--- src/rtl/tmr_cnt_gen_if.sv ---
// Timer counter bus: control pulses and programming values in,
// count value, run status and event pulses out.
`ifndef DATA_WIDTH
`define DATA_WIDTH 8
`endif

interface tmr_cnt_gen_if #(
    parameter int unsigned CNT_WIDTH = `DATA_WIDTH
);
    logic                 cnt_tick;
    logic                 cnt_start;
    logic                 cnt_stop;
    logic                 cnt_load;
    logic [CNT_WIDTH-1:0] load_value;
    logic [CNT_WIDTH-1:0] reload_value;
    logic [CNT_WIDTH-1:0] cmp_value;
    logic [1:0]           cnt_mode;
    logic                 one_shot;
    logic [CNT_WIDTH-1:0] TCNT;
    logic                 cnt_running;
    logic                 cnt_dir;
    logic                 ovf_pulse;
    logic                 udf_pulse;
    logic                 cmp_pulse;

    modport master (
        output cnt_tick, cnt_start, cnt_stop, cnt_load,
        output load_value, reload_value, cmp_value,
        output cnt_mode, one_shot,
        input  TCNT, cnt_running, cnt_dir,
        input  ovf_pulse, udf_pulse, cmp_pulse
    );

    modport slave (
        input  cnt_tick, cnt_start, cnt_stop, cnt_load,
        input  load_value, reload_value, cmp_value,
        input  cnt_mode, one_shot,
        output TCNT, cnt_running, cnt_dir,
        output ovf_pulse, udf_pulse, cmp_pulse
    );
endinterface

--- src/rtl/tmr_cnt_gen.sv ---
// Timer counter core: up, down and centre-aligned counting of
// qualified ticks with overflow, underflow and compare pulses.
`ifndef DATA_WIDTH
`define DATA_WIDTH 8
`endif

module tmr_cnt_gen #(
    parameter int unsigned          CNT_WIDTH = `DATA_WIDTH,
    parameter logic [CNT_WIDTH-1:0] TCNT_RST  = '0
) (
    input logic          pclk,
    input logic          preset,
    tmr_cnt_gen_if.slave bus
);
    typedef enum logic {
        ST_IDLE,
        ST_RUN
    } state_e;

    localparam logic [CNT_WIDTH-1:0] ONE = CNT_WIDTH'(1);

    state_e               state_q, state_d;
    logic [CNT_WIDTH-1:0] tcnt_q, tcnt_d;
    logic                 dir_q, dir_d;
    logic                 ovf_q, ovf_d;
    logic                 udf_q, udf_d;
    logic                 cmp_q, cmp_d;
    logic                 step;

    // Next state: load > stop > start > tick; one step per tick.
    always_comb begin
        state_d = state_q;
        tcnt_d  = tcnt_q;
        dir_d   = dir_q;
        ovf_d   = 1'b0;
        udf_d   = 1'b0;
        cmp_d   = 1'b0;
        step    = 1'b0;

        if (bus.cnt_load) begin
            tcnt_d = bus.load_value;
            dir_d  = 1'b0;
            if (bus.cnt_stop) begin
                state_d = ST_IDLE;
            end else if (bus.cnt_start) begin
                state_d = ST_RUN;
            end
        end else if (bus.cnt_stop) begin
            state_d = ST_IDLE;
        end else if (bus.cnt_start) begin
            state_d = ST_RUN;
        end else begin
            step = bus.cnt_tick && (state_q == ST_RUN);
        end

        if (step) begin
            case (bus.cnt_mode)
                2'b01: begin
                    if (tcnt_q == '0) begin
                        tcnt_d = bus.reload_value;
                        udf_d  = 1'b1;
                    end else begin
                        tcnt_d = tcnt_q - ONE;
                    end
                end
                2'b10: begin
                    if (!dir_q) begin
                        if (tcnt_q >= bus.reload_value) begin
                            ovf_d = 1'b1;
                            // A zero period pins the count at the bottom.
                            if (bus.reload_value == '0) begin
                                tcnt_d = '0;
                                dir_d  = 1'b0;
                            end else begin
                                tcnt_d = tcnt_q - ONE;
                                dir_d  = 1'b1;
                            end
                        end else begin
                            tcnt_d = tcnt_q + ONE;
                        end
                    end else if (tcnt_q == '0) begin
                        tcnt_d = ONE;
                        dir_d  = 1'b0;
                        udf_d  = 1'b1;
                    end else begin
                        tcnt_d = tcnt_q - ONE;
                    end
                end
                default: begin
                    if (tcnt_q >= bus.reload_value) begin
                        tcnt_d = '0;
                        ovf_d  = 1'b1;
                    end else begin
                        tcnt_d = tcnt_q + ONE;
                    end
                end
            endcase
            cmp_d = (tcnt_d == bus.cmp_value);
            if (bus.one_shot && (ovf_d || udf_d)) begin
                state_d = ST_IDLE;
            end
        end

        if (bus.cnt_mode != 2'b10) begin
            dir_d = 1'b0;
        end
    end

    // Registered state and outputs with synchronous reset.
    always_ff @(posedge pclk) begin
        if (preset) begin
            state_q <= ST_IDLE;
            tcnt_q  <= TCNT_RST;
            dir_q   <= 1'b0;
            ovf_q   <= 1'b0;
            udf_q   <= 1'b0;
            cmp_q   <= 1'b0;
        end else begin
            state_q <= state_d;
            tcnt_q  <= tcnt_d;
            dir_q   <= dir_d;
            ovf_q   <= ovf_d;
            udf_q   <= udf_d;
            cmp_q   <= cmp_d;
        end
    end

    assign bus.TCNT        = tcnt_q;
    assign bus.cnt_running = (state_q == ST_RUN);
    assign bus.cnt_dir     = dir_q;
    assign bus.ovf_pulse   = ovf_q;
    assign bus.udf_pulse   = udf_q;
    assign bus.cmp_pulse   = cmp_q;
endmodule
--- src/flat_wrapper.sv ---
// flat-port wrapper written by rule: the top's interface ports become plain ports
module tmr_cnt_gen_flat 
#(
    parameter int unsigned          CNT_WIDTH = `DATA_WIDTH,
    parameter logic [CNT_WIDTH-1:0] TCNT_RST  = '0
)
  (pclk, preset, bus_cnt_tick, bus_cnt_start, bus_cnt_stop, bus_cnt_load, bus_load_value, bus_reload_value, bus_cmp_value, bus_cnt_mode, bus_one_shot, bus_TCNT, bus_cnt_running, bus_cnt_dir, bus_ovf_pulse, bus_udf_pulse, bus_cmp_pulse);
  tmr_cnt_gen_if #(.CNT_WIDTH(CNT_WIDTH)) bus_i ();
  input logic pclk;
  input logic preset;
  input wire logic [$bits(bus_i.cnt_tick)-1:0] bus_cnt_tick;
  input wire logic [$bits(bus_i.cnt_start)-1:0] bus_cnt_start;
  input wire logic [$bits(bus_i.cnt_stop)-1:0] bus_cnt_stop;
  input wire logic [$bits(bus_i.cnt_load)-1:0] bus_cnt_load;
  input wire logic [$bits(bus_i.load_value)-1:0] bus_load_value;
  input wire logic [$bits(bus_i.reload_value)-1:0] bus_reload_value;
  input wire logic [$bits(bus_i.cmp_value)-1:0] bus_cmp_value;
  input wire logic [$bits(bus_i.cnt_mode)-1:0] bus_cnt_mode;
  input wire logic [$bits(bus_i.one_shot)-1:0] bus_one_shot;
  output wire logic [$bits(bus_i.TCNT)-1:0] bus_TCNT;
  output wire logic [$bits(bus_i.cnt_running)-1:0] bus_cnt_running;
  output wire logic [$bits(bus_i.cnt_dir)-1:0] bus_cnt_dir;
  output wire logic [$bits(bus_i.ovf_pulse)-1:0] bus_ovf_pulse;
  output wire logic [$bits(bus_i.udf_pulse)-1:0] bus_udf_pulse;
  output wire logic [$bits(bus_i.cmp_pulse)-1:0] bus_cmp_pulse;
  assign bus_i.cnt_tick = bus_cnt_tick;
  assign bus_i.cnt_start = bus_cnt_start;
  assign bus_i.cnt_stop = bus_cnt_stop;
  assign bus_i.cnt_load = bus_cnt_load;
  assign bus_i.load_value = bus_load_value;
  assign bus_i.reload_value = bus_reload_value;
  assign bus_i.cmp_value = bus_cmp_value;
  assign bus_i.cnt_mode = bus_cnt_mode;
  assign bus_i.one_shot = bus_one_shot;
  assign bus_TCNT = bus_i.TCNT;
  assign bus_cnt_running = bus_i.cnt_running;
  assign bus_cnt_dir = bus_i.cnt_dir;
  assign bus_ovf_pulse = bus_i.ovf_pulse;
  assign bus_udf_pulse = bus_i.udf_pulse;
  assign bus_cmp_pulse = bus_i.cmp_pulse;
  tmr_cnt_gen #(.CNT_WIDTH(CNT_WIDTH), .TCNT_RST(TCNT_RST)) u_core (.pclk(pclk), .preset(preset), .bus(bus_i));
endmodule
--- config.mk ---
export PLATFORM = sky130hd
export DESIGN_NAME = tmr_cnt_gen_flat
export DESIGN_NICKNAME = d
export VERILOG_FILES = /design/src/rtl/tmr_cnt_gen_if.sv /design/src/rtl/tmr_cnt_gen.sv /design/src/flat_wrapper.sv
export SDC_FILE = /design/constraint.sdc
export NUM_CORES = 1
export LEC_CHECK = 0
export ABC_AREA = 1
export CELL_PAD_IN_SITES_DETAIL_PLACEMENT = 1
export CELL_PAD_IN_SITES_GLOBAL_PLACEMENT = 1
export CORE_AREA = 3 3 76 78
export DETAILED_ROUTE_END_ITERATION = 12
export DIE_AREA = 0 0 79 81
export PLACE_DENSITY_LB_ADDON = 0.15
export SLEW_MARGIN = 15
export SYNTH_ARGS = -nofsm -noshare
export SYNTH_HDL_FRONTEND = slang
export SYNTH_SLANG_ARGS = --single-unit
--- constraint.sdc ---
create_clock -name pclk -period 4.7 [get_ports pclk]
set_input_delay 0.94 -clock pclk [delete_from_list [all_inputs] [get_ports pclk]]
set_output_delay 0.94 -clock pclk [all_outputs]
set_load 0.02 [all_outputs]
# After elaboration in Yosys (flattened, before gate mapping)
# Index checks and enable logic that the tools add are counted.
# word_totals
ff_bits,13
output_inout_bits,13
input_bits,33
elab_cells,54
# op_classes
n_reduce_logical,8
addsub,2
mux,32
bitwise_logic,1
order_cmp,1
n_eq_ne,4
# ops
operator,n
$mux 8,9
$mux 1,20
$logic_not 8->1,2
$pmux 8 s2,1
$add 8x1->8 const B,1
$eq 8x8->1,1
$ge 8x8->1,1
$sub 8x1->8 const B,1
$pmux 1 s2,2
$reduce_or 2->1,2
$eq 2x1->1 const B,1
$eq 2x2->1 const B,1
$logic_and 1x1->1,2
$ne 2x2->1 const B,1
$reduce_bool 2->1,1
$logic_or 1x1->1,1
$not 1->1,1

# Longest topological paths before layout
# logic_depth
depth_word,9
ltp_mapped,21
mapped_depth_nobuf,21

# Least setup slack after synthesis
# OpenSTA, ideal clock, no wires.
# synth_path
path_kind,input port to flip-flop
from,in bus_reload_value[7]
to,"reg u_core.cmp_q, in the netlist u_core.bus.cmp_pulse"
required_time_ns,4.636
path_buffers,1
setup_slack_ns,2.195
cell_stages,17
setup_ns,0.064
t_arrival_ns,2.441
cell_sequence,inv_1 ha_1 a21o_1 nor2_4 nand3_4 buf_6 nand2_2 nand2_1 nand2_1 nand2_1 nand2_2 nand2_1 nand2_1 nand2_1 nor2_1 nand3_1 nor2_1
# synth_via
elab_chain_cells,7
elab_cells_between_ends,10
cone_classes,1 x order compare; 1 x eq/ne; 7 x mux; 1 x reduce/logical
# synth_lines
item,line_no,rtl
"start, declared",flat_wrapper.sv:16,input wire logic [$bits(bus_i.reload_value)-1:0] bus_reload_value;
"parallel branches: the longest is 4 deep, another holds $ge 8x8->1",n/a,
$pmux 8 s2 *,tmr_cnt_gen.sv:57,case (bus.cnt_mode)
$mux 8 *,tmr_cnt_gen.sv:56,if (step) begin
$eq 8x8->1 *,tmr_cnt_gen.sv:98,cmp_d = (tcnt_d == bus.cmp_value);
"end signal, assigned",tmr_cnt_gen.sv:124,cmp_q <= cmp_d;
"end, declared",tmr_cnt_gen.sv:27,"logic cmp_q, cmp_d;"
# Every way passes the cells marked *. The select of a mux whose other input is x is not followed.
# A chain may end at the register's enable or synchronous reset.

# Worst setup path in the final report
# Same ends and word-level chain as after synthesis.

==> run_results.csv <==
group,metric,value,unit
outcome,status,"completed",
die,start_util,0.351,
place,gp_congestion,0.913,
finish,antenna_cells,0,
sta,max_slew_margin,0.631,
finish,layout-drive-gt1-share,0.0575,
synth,syn-num-nets,369,
finish,fin_nets,411,
sta,setup_violations,0,
cts,clock_sinks,13,
die,die_w,79,um
finish,n_fill_cell,753,
synth,syn_area,1800,um^2
finish,mostFrequentLayoutCell,"nand2_1",
sta,skew,0.00547,ns
detailed_routing,drtAntennaViolNets,0,
detailed_routing,wl_per_cell,14.9,um
finish,syn_to_final_growth,29.4,%
finish,multi_input_area,1320,um^2
global_route,grt.total_usage,0.217,
sta,timing.final.crit_period,3.17,ns
detailed_routing,drc,0,
worst_setup_path,critPathArrivalTime,3.35,ns
flow_run,cap_violations,0,
sta,setup_tns,0,ns
place,io_buffers,45,
detailed_routing,drt_iter0_drc,80,
die,io_pins,46,
detailed_routing,drt-total-wl,6490,um
pwr,ir_worst_vdd,0.101,mV
synth,yosysSeqAreaShare,0.144,
global_route,grt_max_degree,17,
global_route,overflow,0,
sta,layout_setup_ws,1.53,ns
cts,post-cts-setup-buffers,0,
cts,clock_latency,0.25,ns
die,rows,26,
sta,tightest_slew,0.552,ns
finish,regArea,260,um^2
finish,layout_common_cells,"117 x nand2_1, 45 x clkdlybuf4s50_1, 42 x inv_1",
worst_setup_path,endpoint_kind,"flip-flop",
cts,cts_made_buffers,3,
global_route,grt_pass1_vias,2250,
synth,ys_seq_elements,13,
worst_setup_path,worstPathMaxFanout,16,
synth,synth_top_cell_area_share,0.244,
synth,synth_top_area_cell,"nand2_1",
worst_setup_path,crit_required,4.88,ns
sta,timing.final.crit_share,0.674,
worst_setup_path,path_class,"in2reg",
synth,avgSynthCellArea,5.56,um^2
sta,rsz0062_at_grt,"no",
cts,cts_resized,0,
finish,stdcell_area,2330,um^2
global_route,antenna_found_initial,0,
detailed_routing,dr.pass1.iters,4,
hold_path,holdPathStages,2,
sta,final_max_slew_viol_count,0,
cts,ctsHoldBuffers,0,
synth,yosysUniqueCellTypes,33,
place,place.detailed.hpwl,5320,um
die,die_h,81,um
detailed_routing,vias,2159,
die,core_region_area,5140,um^2
worst_setup_path,rr_worst_depth,17,
pwr,p_leak,1.17,nW
synth,synth_area_leaders,"nand2_1 24%, dfxtp_1 14%, inv_1 8.7%, nand3_1 8.6%, ha_1 8.3%",
sta,fmax,0.316,GHz
synth,synthCells,324,
worst_setup_path,cp-start-kind,"primary input",
die,dieArea,6400,um^2
cts,root_buffer,"clkbuf_8",
global_route,grt_pass1_wl,10800,um
sta,hold_viol_final,0,
detailed_routing,avgViaCountPerCell,4.96,
place,pre_cts_slack,1.28,ns
place,dpl-instance-area,2290,um^2
finish,stdcell_count,435,
pwr,p_per_area,192,nW/um^2
hold_path,min_path_type,"reg2reg",
synth,ys.warnings.count,0,
cts,cts_tree,"built",
pwr,total_power,0.449,mW
cts,h-tree-depth,1,
place,dp_cells,431,
cts,clkTransAtPathRegs,0.07,ns
cts,cts.path.max_buffers,2,
power breakdown:
part	switching, mW	total [mW]	internal, mW
Sequential	0.0101	0.125	0.114
Clock	0.0496	0.108	0.0587
Combinational	0.129	0.216	0.0870
Total	0.188	0.449	0.260
worst max-delay path, stage by stage:
cell             delay, ns
clkdlybuf4s50_1       0.54
inv_1                 0.06
ha_1                  0.29
a21o_1                0.19
nor2_4                0.22
nand3_4               0.22
nand2_1               0.11
nand2_1               0.05
nand2_1               0.05
nand2_1               0.06
nand2_1               0.12
nand2_1               0.06
nand2_1               0.06
nand2_1               0.05
nor2_1                0.13
nand3_1               0.09
nor2_1                0.10
synthesized netlist by cell type (all sizes together):
cell type	instances
a211oi	1
and3	1
nand3b	2
a311oi	1
ha	12
a21oi	12
o22ai	1
inv	42
a21o	1
a31oi	7
o21ai	18
nand3	32
nand4	3
clkbuf	2
o21bai	1
nand2	124
xor2	6
dfxtp	13
nor2	35
buf	7
clkinv	1
xnor2	2
worst paths after layout:
kind                                from                      to  slack [ns]
setup / recovery     bus_reload_value[7]    u_core.bus.cmp_pulse        1.53
hold / removal    u_core.bus.cnt_running  u_core.bus.cnt_running        0.56
setup reg to reg      u_core.bus.TCNT[0]    u_core.bus.cmp_pulse        2.20
hold reg to reg   u_core.bus.cnt_running  u_core.bus.cnt_running        0.56
area by class of cell:
type,instances,area share
tap,70,0.0375
sequential,13,0.112
inverter,43,0.0692
multi-input combinational,259,0.566
clock buffer,3,0.0177
clock inverter,1,0.00214
timing repair buffer,46,0.196
registers in the layout (all words and copies together) (netlist names):
register / flops
u_core.bus.TCNT: 8
u_core.bus.cmp_pulse: 1
u_core.bus.cnt_dir: 1
u_core.bus.cnt_running: 1
u_core.bus.ovf_pulse: 1
u_core.bus.udf_pulse: 1
metrics by stage:
step                hold slack [ns]   util
finish                        0.560  0.454
global route                  0.618  0.454
CTS                           0.560  0.454
detailed placement            0.550  0.445
global placement              0.546  0.445
floorplan                     0.597      -
cell families (layout without fill, tap and decap cells):
group           after synthesis  in the layout  synth area share
compound gates               42             42             0.133
flops                        13             13             0.144
fa+ha+maj                    12             12            0.0833
buf+inv                      52             93             0.124
xor+xnor                      8              8            0.0389
simple gates                197            197             0.477
metal layers:
metal	wire length [um]	share of wire	track usage	up-vias
met4	39	0.0060	0.0309	0
li1	-	-	-	1110
met5	0	0	0	-
met1	2870	0.44	0.258	1005
met3	281	0.043	0.0333	4
met2	3300	0.51	0.417	40
Power figures use the tool's default switching activity.
